$ cat src/rtl/sseg_scan.sv
// rtl/sseg_scan.sv - eight-digit multiplexed seven-segment scan driver with per-frame snapshot
module sseg_scan #(
    parameter int CLK_DIV = 100000
) (
    input  logic        clk,
    input  logic        rst,
    input  logic [31:0] data,
    input  logic [7:0]  dp_mask,
    input  logic        blank_lz,
    output logic [7:0]  SSEG_AN,
    output logic [7:0]  SSEG_CA,
    output logic        frame_done
);

    localparam int CW = (CLK_DIV > 1) ? $clog2(CLK_DIV) : 1;

    logic [CW-1:0] cnt;
    logic [2:0]    idx;
    logic          fresh;
    logic [31:0]   shadow_data;
    logic [7:0]    shadow_dp;
    logic          shadow_blank;

    logic          wrap;
    logic          snap;
    logic [3:0]    nibble;
    logic [6:0]    hex_seg;
    logic          blanked;

    // Active-low hex glyphs, bit order g..a
    function automatic logic [6:0] hex_to_seg(input logic [3:0] n);
        case (n)
            4'h0: hex_to_seg = 7'h40;
            4'h1: hex_to_seg = 7'h79;
            4'h2: hex_to_seg = 7'h24;
            4'h3: hex_to_seg = 7'h30;
            4'h4: hex_to_seg = 7'h19;
            4'h5: hex_to_seg = 7'h12;
            4'h6: hex_to_seg = 7'h02;
            4'h7: hex_to_seg = 7'h78;
            4'h8: hex_to_seg = 7'h00;
            4'h9: hex_to_seg = 7'h10;
            4'hA: hex_to_seg = 7'h08;
            4'hB: hex_to_seg = 7'h03;
            4'hC: hex_to_seg = 7'h46;
            4'hD: hex_to_seg = 7'h21;
            4'hE: hex_to_seg = 7'h06;
            default: hex_to_seg = 7'h0E;
        endcase
    endfunction

    assign wrap = (cnt == CW'(CLK_DIV - 1));
    // A new frame starts right after reset or when the last digit's slot expires
    assign snap = fresh || (wrap && (idx == 3'd7));

    // Digit dwell counter and digit index
    always_ff @(posedge clk) begin
        if (rst) begin
            cnt <= '0;
            idx <= 3'd0;
        end else if (wrap) begin
            cnt <= '0;
            idx <= idx + 3'd1;
        end else begin
            cnt <= cnt + CW'(1);
        end
    end

    // Frame snapshot so a frame never mixes two input values
    always_ff @(posedge clk) begin
        if (rst) begin
            fresh        <= 1'b1;
            shadow_data  <= 32'd0;
            shadow_dp    <= 8'd0;
            shadow_blank <= 1'b0;
            frame_done   <= 1'b0;
        end else begin
            fresh      <= 1'b0;
            frame_done <= snap;
            if (snap) begin
                shadow_data  <= data;
                shadow_dp    <= dp_mask;
                shadow_blank <= blank_lz;
            end
        end
    end

    // Current digit glyph and leading-zero decision; digit 0 always shows
    always_comb begin
        nibble  = shadow_data[{idx, 2'b00} +: 4];
        hex_seg = hex_to_seg(nibble);
        blanked = shadow_blank && (idx != 3'd0) &&
                  ((shadow_data >> {idx, 2'b00}) == 32'd0);
    end

    // Registered anode/segment drive, one cycle behind idx
    always_ff @(posedge clk) begin
        if (rst) begin
            SSEG_AN <= 8'hFF;
            SSEG_CA <= 8'hFF;
        end else if (blanked) begin
            SSEG_AN <= 8'hFF;
            SSEG_CA <= 8'hFF;
        end else begin
            SSEG_AN <= ~(8'd1 << idx);
            SSEG_CA <= {~shadow_dp[idx], hex_seg};
        end
    end

endmodule

$ cat config.mk
export PLATFORM = sky130hd
export DESIGN_NAME = sseg_scan
export DESIGN_NICKNAME = d
export VERILOG_FILES = /design/src/rtl/sseg_scan.sv
export SDC_FILE = /design/constraint.sdc
export NUM_CORES = 1
export LEC_CHECK = 0
export CAP_MARGIN = 0
export CORE_MARGIN = 2
export CORE_UTILIZATION = 53
export DETAILED_ROUTE_END_ITERATION = 10
export PLACE_DENSITY_LB_ADDON = 0.3
export SYNTH_ARGS = -nofsm -noshare
export SYNTH_HDL_FRONTEND = slang
export SYNTH_SLANG_ARGS = --single-unit
$ cat constraint.sdc
create_clock -name clk -period 3.07 [get_ports clk]
set_input_delay 0.7675 -clock clk [delete_from_list [all_inputs] [get_ports clk]]
set_output_delay 0.7675 -clock clk [all_outputs]
set_load 0.01 [all_outputs]
==> results_dict.tcl <==
set metrics [dict create \
    grt_pass1_vias 2670 \
    cellLeakagePower_nw 1.89 \
    cts_setup_buffers 0 \
    fin_nets 480 \
    timing.rr.end "SSEG_AN[2]$_SDFF_PP1_" \
    fin_cells 526 \
    core_area_sq_um 6790 \
    relSlewSlack_pct 54.8 \
    fmax_mhz 365 \
    dpl.hpwl_um 5570 \
    cpPeakStageDelay_ps 740 \
    wl_met3_um 371 \
    worstSetupPathType "flip-flop to flip-flop" \
    syn_to_final_growth_pct 24.6 \
    fin_skew_ps 9.62 \
    period_share_pct 89.2 \
    crit_cells 7 \
    wl_um 7600 \
    outcome "finished clean" \
    synth_cell_types 52 \
    die_area_sq_um 7690 \
    r2r-start "idx[0]$_SDFFE_PP0P_" \
    clk_latency_ps 350 \
    hold_buffers 0 \
    worstRegToRegCells 7 \
    seqPwrFrac_pct 46.2 \
    routedLengthMet1_um 3500 \
    die_h_um 87.7 \
    total_power_w 0.00241 \
    fin_ws_ps 332 \
    tritoncts "done" \
    finalSetupTns_ps 0 \
    synthFlopType "dfxtp_1" \
    synth_edf_count 0 \
    path_max_fanout 16 \
    period_needed_ps 2740 \
    yosysWarnings 0 \
    wl_met2_um 3540 \
    dp_slack_ps 320 \
    wire_per_inst_um 14.4 \
    switchingPower_w 0.000549 \
    syn_area_per_cell_sq_um 10.1 \
    cts.clk_slew.worst_paths_ps 80 \
    p_clk_share_pct 41.9 \
    synth_top_family_by_area "multiplexers" \
    cts_resized 0 \
    overflow 0 \
    critPathArrivalTime_ps 3010 \
    vias 2891 \
    synthArstFlopShare_pct 0 \
    final_cell_mix "dfxtp_1 (79), nor2_1 (73), clkdlybuf4s50_1 (58)" \
    hold_path_class "flip-flop to flip-flop" \
    numCtsBuffers 9 \
    h-tree-depth 3 \
    end_kind "flip-flop" \
    power.density_nw_per_um2 521 \
    grt_max_degree 46 \
    synth_xor_xnor_area_share_pct 4.01 \
    drc 0 \
    power_frac_comb_pct 11.9 \
    synthSimpleGateAreaFrac_pct 15.4 \
    initial_core_util_pct 54.6 \
    ant_nets 0 \
    via_per_inst 5.50 \
    synth-adder-area-share_pct 4.04 \
    dp_cells 510 \
    syn_nets 423 \
    syn_inst 368 \
    drv_slew 0 \
    drtIter0Drc 147 \
    ys_seq_area_share_pct 42.6 \
    gp_congestion 0.965 \
    crit_start "idx[0]$_SDFFE_PP0P_" \
    intPower_w 0.00186 \
    grt_use_total_pct 21.1 \
    worst_pin_slew_ps 675 \
    synth_compound_area_share_pct 9.30 \
    path_delay_family "multiplexers" \
    required_ps 3340 \
    io_pins 60 \
    synth.area.mux_share_pct 20.2 \
    ys_ff_latch 79 \
    finalHoldWorstSlack_ps 477 \
    syn_area_sq_um 3710 \
    swShare_pct 22.8 \
    first_pass_iters 4 \
    cts_buffer_depth 2 \
    critical_path.startpoint_type "flip-flop" \
    drive_gt1_share_pct 10.5 \
    rows 30 \
    hold_violations 0 \
    finalSetupViolCount 0 \
    final_common_cell "dfxtp_1" \
    grt_antenna_before_repair 0 \
    vdd_drop_max_uv 340 \
    insertedDiodeCount 0 \
    cp_cell_sequence "mux4_1 -> mux2i_1 -> ha_1 -> nand3_1 -> nor2_1 -> a31oi_2 -> o211ai_1" \
    root_buffer "clkbuf_8" \
    rsz0062_at_grt "no" \
    worst-r2r-setup-slack_ps 330 \
    max_cap_viol_count 0 \
    path_buf_inv 0 \
    cts_sinks 79 \
    port_buffers 59 \
    die_x_um 87.7 \
    grt_pass1_wl_um 12800 \
    crit_path_top_delay_cell "dfxtp_1" \
    cp-endpoint "SSEG_AN[2]$_SDFF_PP1_" \
    routed.top_layer "met4" \
]
## routing by layer
| layer | vias up | GRT usage (%) |
|---|---|---|
| li1 | 1430 | - |
| met2 | 98 | 33.5 |
| met1 | 1340 | 27.7 |
| met5 | - | 0 |
| met3 | 23 | 4.71 |
| met4 | 0 | 9.37 |
## Yosys cell counts, types with 7 or more instances
| cell type | count | area (sq um) |
|---|---|---|
| nor2_1 | 73 | 274 |
| clkbuf_1 | 8 | 30.0 |
| xor2_1 | 9 | 78.8 |
| mux2i_1 | 46 | 460 |
| nor3_1 | 7 | 35.0 |
| nand2_1 | 14 | 52.6 |
| nand3_1 | 10 | 50.1 |
| ha_1 | 12 | 150 |
| dfxtp_1 | 79 | 1580 |
| o21ai_1 | 7 | 35.0 |
| inv_1 | 9 | 33.8 |
| xnor2_1 | 8 | 70.1 |
## layout make-up
class                      instances  area, sq um
clock inverter                     7          144
sequential                        79         1580
fill                             532         2170
multi-input combinational        259         1970
tap                               96          120
inverter                          10         37.5
timing repair buffer              66          651
clock buffer                       9          124
## sequential cells by signal, summed over array words and instances, names as in the netlist
name	count
idx	3
SSEG_AN	8
shadow_data	32
shadow_dp	8
fresh	1
frame_done	1
cnt	17
shadow_blank	1
SSEG_CA	8
## logic make-up after synthesis
logic type                 after synthesis
DFF                                     79
buffers and inverters                   30
AOI/OAI and AO/OA                       43
muxes                                   60
and+or+nand+nor                        127
adders and majority gates               12
xor gates and xnor gates                17
## power groups by stage
stage               Sequential (W)  Clock [W]  Combinational, W
CTS                        0.00111    0.00103          0.000289
global route               0.00112    0.00107          0.000313
finish                     0.00111    0.00101          0.000287
global placement           0.00114          0          0.000280
detailed placement         0.00114          0          0.000287
floorplan                  0.00113          0          0.000167
## worst min-delay path by stage
stage / from / to / slack (ps) / depth (start not counted)
after floorplan: cnt[0]$_SDFF_PP0_ / cnt[0]$_SDFF_PP0_ / 430 / 1
final: cnt[0]$_SDFF_PP0_ / cnt[0]$_SDFF_PP0_ / 480 / 1
after CTS: cnt[0]$_SDFF_PP0_ / cnt[0]$_SDFF_PP0_ / 480 / 1
after detailed placement: cnt[0]$_SDFF_PP0_ / cnt[0]$_SDFF_PP0_ / 460 / 1
after global routing: cnt[0]$_SDFF_PP0_ / cnt[0]$_SDFF_PP0_ / 500 / 1
after global placement: cnt[0]$_SDFF_PP0_ / cnt[0]$_SDFF_PP0_ / 440 / 1
## through the flow
| stage | utilization (%) | cell area, sq um |
|---|---|---|
| global route | 68.1 | 4620 |
| detailed placement | 64.1 | 4360 |
| CTS | 68.1 | 4620 |
| global placement | 64.1 | 4360 |
| finish | 68.1 | 4620 |
| floorplan | - | 3710 |
No activity file was read; power rests on OpenSTA's default activity.
